**src/rtl/imem_write_buffer.sv**
```systemverilog
// Store-side IMEM writer: queues MEM-stage stores that hit the IMEM window and
// drains them into the IMEM write port on cycles when fetch leaves the port idle.
module imem_write_buffer #(
    parameter int DEPTH      = 4,
    parameter int ADDR_W     = 12,
    parameter int STARVE_MAX = 8
) (
    input  logic              clk,
    input  logic              reset,
    input  logic              st_valid,
    input  logic [31:0]       st_addr,
    input  logic [31:0]       st_data,
    input  logic [3:0]        st_be,
    output logic              st_ready,
    input  logic              fetch_busy,
    input  logic [31:0]       fetch_pc,
    output logic [3:0]        imem_we,
    output logic [ADDR_W-1:0] imem_addr,
    output logic [31:0]       imem_din,
    output logic              pending,
    output logic              fetch_hold,
    output logic              drain_force
);

    localparam int PTR_W = $clog2(DEPTH);
    localparam int CNT_W = $clog2(DEPTH + 1);
    localparam int STV_W = $clog2(STARVE_MAX + 1);
    localparam logic [CNT_W-1:0] DEPTH_C      = CNT_W'(DEPTH);
    localparam logic [STV_W-1:0] STARVE_MAX_C = STV_W'(STARVE_MAX);

    // Stores land in IMEM for byte addresses 0x2xxx_xxxx and 0x3xxx_xxxx.
    function automatic logic in_store_window(input logic [31:0] addr);
        return (addr[31:29] == 3'b001);
    endfunction

    logic [ADDR_W-1:0] addr_mem_r [DEPTH];
    logic [31:0]       data_mem_r [DEPTH];
    logic [3:0]        be_mem_r   [DEPTH];
    logic [PTR_W-1:0]  head_r;
    logic [PTR_W-1:0]  tail_r;
    logic [CNT_W-1:0]  count_r;
    logic [STV_W-1:0]  starve_r;

    logic empty_s;
    logic full_s;
    logic pop_s;
    logic push_s;
    logic hold_match_s;

    assign empty_s = (count_r == {CNT_W{1'b0}});
    assign full_s  = (count_r == DEPTH_C);
    // Fetch owns the port; a drain only happens on fetch-idle cycles.
    assign pop_s   = !empty_s && !fetch_busy;
    assign push_s  = st_valid && in_store_window(st_addr) && (st_be != 4'h0) && st_ready;

    assign st_ready    = !full_s || pop_s;
    assign pending     = !empty_s;
    assign drain_force = (starve_r == STARVE_MAX_C) && !empty_s;
    assign fetch_hold  = (fetch_pc[31:28] == 4'b0001) && hold_match_s;

    // Drive the IMEM write port from the head entry while draining.
    always_comb begin
        imem_we   = 4'h0;
        imem_addr = {ADDR_W{1'b0}};
        imem_din  = 32'h0;
        if (pop_s) begin
            imem_we   = be_mem_r[head_r];
            imem_addr = addr_mem_r[head_r];
            imem_din  = data_mem_r[head_r];
        end else begin
            imem_we   = 4'h0;
            imem_addr = {ADDR_W{1'b0}};
            imem_din  = 32'h0;
        end
    end

    // Read-after-write hazard: any occupied entry (head included) matching the fetch word.
    always_comb begin
        hold_match_s = 1'b0;
        for (int i = 0; i < DEPTH; i++) begin
            if ((CNT_W'(i) < count_r) &&
                (addr_mem_r[head_r + PTR_W'(i)] == fetch_pc[ADDR_W+1:2])) begin
                hold_match_s = 1'b1;
            end else begin
                hold_match_s = hold_match_s;
            end
        end
    end

    // FIFO storage, pointers and occupancy.
    always_ff @(posedge clk or negedge reset) begin
        if (!reset) begin
            head_r  <= {PTR_W{1'b0}};
            tail_r  <= {PTR_W{1'b0}};
            count_r <= {CNT_W{1'b0}};
            for (int i = 0; i < DEPTH; i++) begin
                addr_mem_r[i] <= {ADDR_W{1'b0}};
                data_mem_r[i] <= 32'h0;
                be_mem_r[i]   <= 4'h0;
            end
        end else begin
            if (push_s) begin
                addr_mem_r[tail_r] <= st_addr[ADDR_W+1:2];
                data_mem_r[tail_r] <= st_data;
                be_mem_r[tail_r]   <= st_be;
                tail_r             <= tail_r + 1'b1;
            end
            if (pop_s) begin
                head_r <= head_r + 1'b1;
            end
            case ({push_s, pop_s})
                2'b10:   count_r <= count_r + 1'b1;
                2'b01:   count_r <= count_r - 1'b1;
                default: count_r <= count_r;
            endcase
        end
    end

    // Count consecutive cycles a queued write is blocked by fetch, saturating.
    always_ff @(posedge clk or negedge reset) begin
        if (!reset) begin
            starve_r <= {STV_W{1'b0}};
        end else if (empty_s || pop_s) begin
            starve_r <= {STV_W{1'b0}};
        end else if (fetch_busy && (starve_r != STARVE_MAX_C)) begin
            starve_r <= starve_r + 1'b1;
        end else begin
            starve_r <= starve_r;
        end
    end

endmodule

```
**config.mk**
```make
export PLATFORM = sky130hd
export DESIGN_NAME = imem_write_buffer
export DESIGN_NICKNAME = d
export VERILOG_FILES = /design/src/rtl/imem_write_buffer.sv
export SDC_FILE = /design/constraint.sdc
export NUM_CORES = 1
export LEC_CHECK = 0
export CAP_MARGIN = 20
export CORE_MARGIN = 5
export CORE_UTILIZATION = 35
export CTS_CLUSTER_SIZE = 30
export DETAILED_ROUTE_END_ITERATION = 7
export PLACE_DENSITY = 0.65
export SLEW_MARGIN = 20
export SYNTH_ARGS = -nofsm -noshare
export SYNTH_HDL_FRONTEND = slang
export SYNTH_SLANG_ARGS = --single-unit
```
**constraint.sdc**
```tcl
create_clock -name clk -period 4.4 [get_ports clk]
set_input_delay 1.32 -clock clk [delete_from_list [all_inputs] [get_ports clk]]
set_output_delay 1.32 -clock clk [all_outputs]
set_load 0.02 [all_outputs]
```
==> Word level (Yosys, flattened, before mapping) <==
Cells that the tools add are included.
W data, S select, Z words.
{ "word_totals": {"ram_bits": 0, "latch_bits": 0, "register_bits": 203, "input_bits": 104, "romBits": 0, "out_inout_bits": 52, "memories": 0, "elab_cells": 107} }
{ "classes": {"n_mul": 0, "mux": 37, "order_cmp": 10, "n_eq_ne": 11, "n_shift": 0, "n_reduce_logical": 21, "add_sub_neg": 7, "bitwise_logic": 5, "div_mod_pow": 0} }
{ "ops": {"columns": ["cell", "n"], "rows": [
  ["$bwmux W128", 1],
  ["$mux W32", 4],
  ["$mux W12", 10],
  ["$bmux W12 S2", 4],
  ["$bmux W32 S2", 1],
  ["$demux W32 S2", 1],
  ["$bwmux W48", 1],
  ["$eq A12 B12 Y1", 4],
  ["$demux W12 S2", 1],
  ["$mux W4", 6],
  ["$bwmux W16", 1],
  ["$ge A3 B3 Y1 const B", 5],
  ["$not A2 Y3", 5],
  ["$logic_and A1 B1 Y1", 12],
  ["$bmux W4 S2", 1],
  ["$demux W4 S2", 1],
  ["$lt A1 B3 Y1 const A", 2],
  ["$lt A2 B3 Y1 const A", 2],
  ["$pmux W3 S2", 1],
  ["$add A2 B1 Y2 const B", 2],
  ["$add A2 B2 Y2 const B", 2],
  ["$add A4 B1 Y4 const B", 1],
  ["$eq A4 B1 Y1 const B", 1],
  ["$eq A4 B4 Y1 const B", 1],
  ["other kinds (14)", 21]
]} }

==> Longest topological paths before layout <==
{ "logic_depth": {"word_depth": 11, "mapped_depth": 10, "mapped_depth_nobuf": 10} }

==> Worst setup path before layout <==
OpenSTA, ideal clock, no wires.
{ "synth_timing": {"kind": "input to output", "from": "input fetch_pc[29]", "to": "output fetch_hold", "slack_ns": 0.295, "stages": 6, "arrival_ns": 2.785, "path_cell_list": "nor4b_1 o31ai_1 a2111oi_2 o21ai_1 a2111oi_2 or4_1"} }
{ "synth_between": {"elab_chain_cells": 2} }
{ "synth_rtl": {"columns": ["element", "line", "source"], "rows": [
  ["start, declared", "16", "input logic [31:0] fetch_pc,"],
  ["$eq A4 B1 Y1", "59", "assign fetch_hold = (fetch_pc[31:28] == 4'b0001) && hold_match_s;"],
  ["$logic_and A1 B1 Y1", "59", null],
  ["end, declared", "21", "output logic fetch_hold,"]
]} }
No other way between the ends.

==> Worst setup path after layout <==
{ "layout_timing": {"from": "input fetch_pc[13]", "to": "output fetch_hold"} }
{ "layout_between": {"elab_chain_cells": 7} }
{ "layout_rtl": {"columns": ["element", "line", "source"], "rows": [
  ["$eq A12 B12 Y1", "82", "(addr_mem_r[head_r + PTR_W'(i)] == fetch_pc[ADDR_W+1:2])) begin"],
  ["$logic_and A1 B1 Y1", "81", "if ((CNT_W'(i) < count_r) &&"],
  ["$mux W1 (3 in series)", "81", null],
  ["$mux W1 (*)", "81", null],
  ["$logic_and A1 B1 Y1 (*)", "59", null]
]} }
Every way passes the cells marked *; elsewhere a longest branch is shown, timed or not.

==> metrics.yaml <==
setup_path:
  cp-end-kind: "output port"
  r2r_start: "count_r[0]$_DFFE_PN0P_"
  ff2ff_path_depth: 9
  crit_path_max_fanout: 5
  critical_path_class: "input pin to output port"
  setup.worst_path.start: "fetch_pc[13]"
  cp.arrival_ps: 3050
  critPathRequiredTime_ps: 3080
  rrSetupSlack_ps: 2140
  start_kind: "input pin"
  reg2reg_to: "data_mem_r[65]$_DFFE_PN0P_"
  endpoint: "fetch_hold"
synthesis:
  syn_area_sq_mm: 0.0106
  synth_top_area_share_pct: 47.8
  syn_inst: 761
  avgSynthCellArea_sq_um: 14.0
  syn_nets: 876
  synthArstFlopShare_pct: 100
  yosysSeqAreaShare_pct: 47.8
  yosysMostFrequentCell: "dfrtp_1"
  ys.flop_type: "dfrtp_1"
  synth_edf_count: 0
  synth_cell_types: 38
  yosys-top-cells-area: "dfrtp_1 48%, mux2_2 21%, mux4_2 10%"
  synth_warnings: 0
  synth_top_cells_by_count: "203 x dfrtp_1, 196 x mux2_2, 52 x mux2i_1"
  yosysTopAreaCell: "dfrtp_1"
  ys_seq_elements: 203
sta:
  fin_crit_sh_pct: 99.3
  clock_skew_ps: 18.2
  rsz0062_at_grt: "true"
  relSlewSlack_pct: 63.8
  fmax_mhz: 229
  setup_tns_ps: 0
  post-route-min-period_ps: 4370
  finalSetupViolations: 0
  finalHoldViolCount: 0
  drv_slew: 0
  worstMarginPinSlew_ps: 543
  holdWs_ps: 499
clock_network:
  clock_path_buffers: 3
  tritoncts: "done"
  cts_root_buf: "clkbuf_16"
  numCtsBuffers: 25
  cts_hold_buffers: 0
  insertion_delay_ps: 540
  clock-sinks: 203
  htree_levels: 1
  clkTransAtPathRegs_ps: 60
layout:
  syn2layout_area_growth_pct: 28.2
  nNetsFinal: 1018
  drive_gt1_share_pct: 39.6
  nFillCells: 2716
power_and_ir_drop:
  switchingPower_mw: 3.08
  switching_share_pct: 33.2
  clock_power_share_pct: 22.9
  p_leak_nw: 6.53
  seq_power_share_pct: 34.0
  p_comb_share_pct: 43.0
  p_per_area_mw_per_mm2: 681
  total_power_mw: 9.28
  ir_worst_vdd_mv: 0.312
  internal_power_mw: 6.20
global_routing:
  grt_pass1_vias: 7340
  grt_pass1_wl_um: 41100
  grt_overflow_total: 0
  antenna_found_initial: 2
  grt_max_degree: 86
  globalRouteTotalUtil_pct: 15.1
floorplan:
  num_rows: 63
  dieHeight_um: 184
  design.portCount: 156
  die-area_sq_mm: 0.0339
  start_util_pct: 35.7
  core_area_sq_mm: 0.0298
  die_width_um: 184
routing:
  viasPerCell: 5.05
  wl_per_cell_um: 19.3
  drt_iter0_drc: 313
  ant_nets: 0
  vias: 6632
  dr.pass1.iters: 4
  wirelength_um: 25300
  drc_errors: 0
run_status:
  status: "finished clean"
worst_hold_path:
  hold_class: "register to register"
flow_run:
  drv_cap: 0
placement:
  port_buffers: 122
  gp_congestion: 0.820
  dp_hpwl_um: 17000
-- worst min path at each step --
stage,cells past startpoint,end,slack (ps),startpoint
finish,1,be_mem_r[6]$_DFFE_PN0P_,500,be_mem_r[6]$_DFFE_PN0P_
global route,1,data_mem_r[21]$_DFFE_PN0P_,510,data_mem_r[21]$_DFFE_PN0P_
CTS,1,data_mem_r[58]$_DFFE_PN0P_,500,data_mem_r[58]$_DFFE_PN0P_
detailed placement,1,data_mem_r[33]$_DFFE_PN0P_,490,data_mem_r[33]$_DFFE_PN0P_
global placement,1,data_mem_r[55]$_DFFE_PN0P_,480,data_mem_r[55]$_DFFE_PN0P_
floorplan,1,be_mem_r[4]$_DFFE_PN0P_,470,be_mem_r[4]$_DFFE_PN0P_
-- timing repair --
action | CTS | global route
setup buffers | 1 | 0
endpoints found under the setup margin | 20 | 31
resized for setup | 38 | 48
pin swaps | 6 | 8
-- cell families (layout without fill, tap and decap cells) --
logic type      Yosys count  in the layout  synth area share (%)
fa+ha+maj                11             11                  1.30
mux                     297            297                  36.1
flops                   203            203                  47.8
buf+inv                  65            225                  2.81
other cells               0              1                     0
simple gates            102            102                  5.39
compound gates           18             18                  1.26
xor+xnor                 65             65                  5.36
-- layout make-up --
| cell class | count | area, sq um | share of cell area [%] |
|---|---|---|---|
| clock inverter | 9 | 118 | 0.863 |
| clock buffer | 36 | 757 | 5.56 |
| sequential | 203 | 5090 | 37.3 |
| timing repair buffer | 170 | 1740 | 12.8 |
| inverter | 10 | 40.0 | 0.294 |
| antenna | 1 | 2.50 | 0.0184 |
| tap | 390 | 488 | 3.58 |
| multi-input combinational | 493 | 5390 | 39.6 |
-- placed cells by master (no fill, tap or decap), drive strengths merged, types with 2 or more instances in the layout --
cell             n
a2111oi          6
a21oi            2
a31oi            2
and2            47
buf             50
bufinv           2
clkbuf          40
clkdlybuf4s50   71
clkinv           3
clkinvlp         3
dfrtp          203
dlygate4sd2     15
dlymetal6s2s    30
ha              11
inv             11
mux2           196
mux2i           52
mux4            49
nand2           14
nand3            6
nand4            4
nor2            12
nor3             4
nor4             6
nor4b            2
o21ai            6
xnor2           46
xor2            19
-- metrics by stage --
stage	cells	util, %	worst slack [ps]	instance area (sq um)
floorplan	761	-	295	10600
global placement	1265	42.1	-764	12600
detailed placement	1265	42.1	-769	12600
CTS	1311	45.3	-55.3	13500
global route	1312	45.7	-49.8	13600
finish	1312	45.7	29.5	13600
-- routing by layer --
layer | GRT usage (%) | part of all wire [%] | vias to the layer above
li1 | - | - | 3050
met1 | 20.1 | 44 | 3432
met2 | 25.8 | 49 | 118
met3 | 3.04 | 4.7 | 30
met4 | 3.16 | 1.9 | 2
met5 | 0 | 0.079 | -
-- flip-flops by register name, indices dropped and copies added (netlist names) --
register and count:
count_r 3, addr_mem_r 48, data_mem_r 128, starve_r 4, tail_r 2, head_r 2, be_mem_r 16
-- power by group through the flow --
| stage | Combinational, mW | Clock (mW) | Sequential (mW) |
|---|---|---|---|
| after detailed placement | 4.01 | 0 | 3.18 |
| after floorplan | 2.93 | 0 | 2.97 |
| after CTS | 4.04 | 2.19 | 3.16 |
| after global placement | 3.96 | 0 | 3.14 |
| final | 3.99 | 2.13 | 3.16 |
| after global routing | 4.33 | 2.28 | 3.26 |
-- critical path, stage by stage --
cell             delay, ps
clkdlybuf4s50_1        460
buf_4                  170
xnor2_2                130
nor3_1                  70
a31oi_1                140
nor4_1                  80
or4_4                  530
buf_6                  150
(Power assumes the default switching activity.)
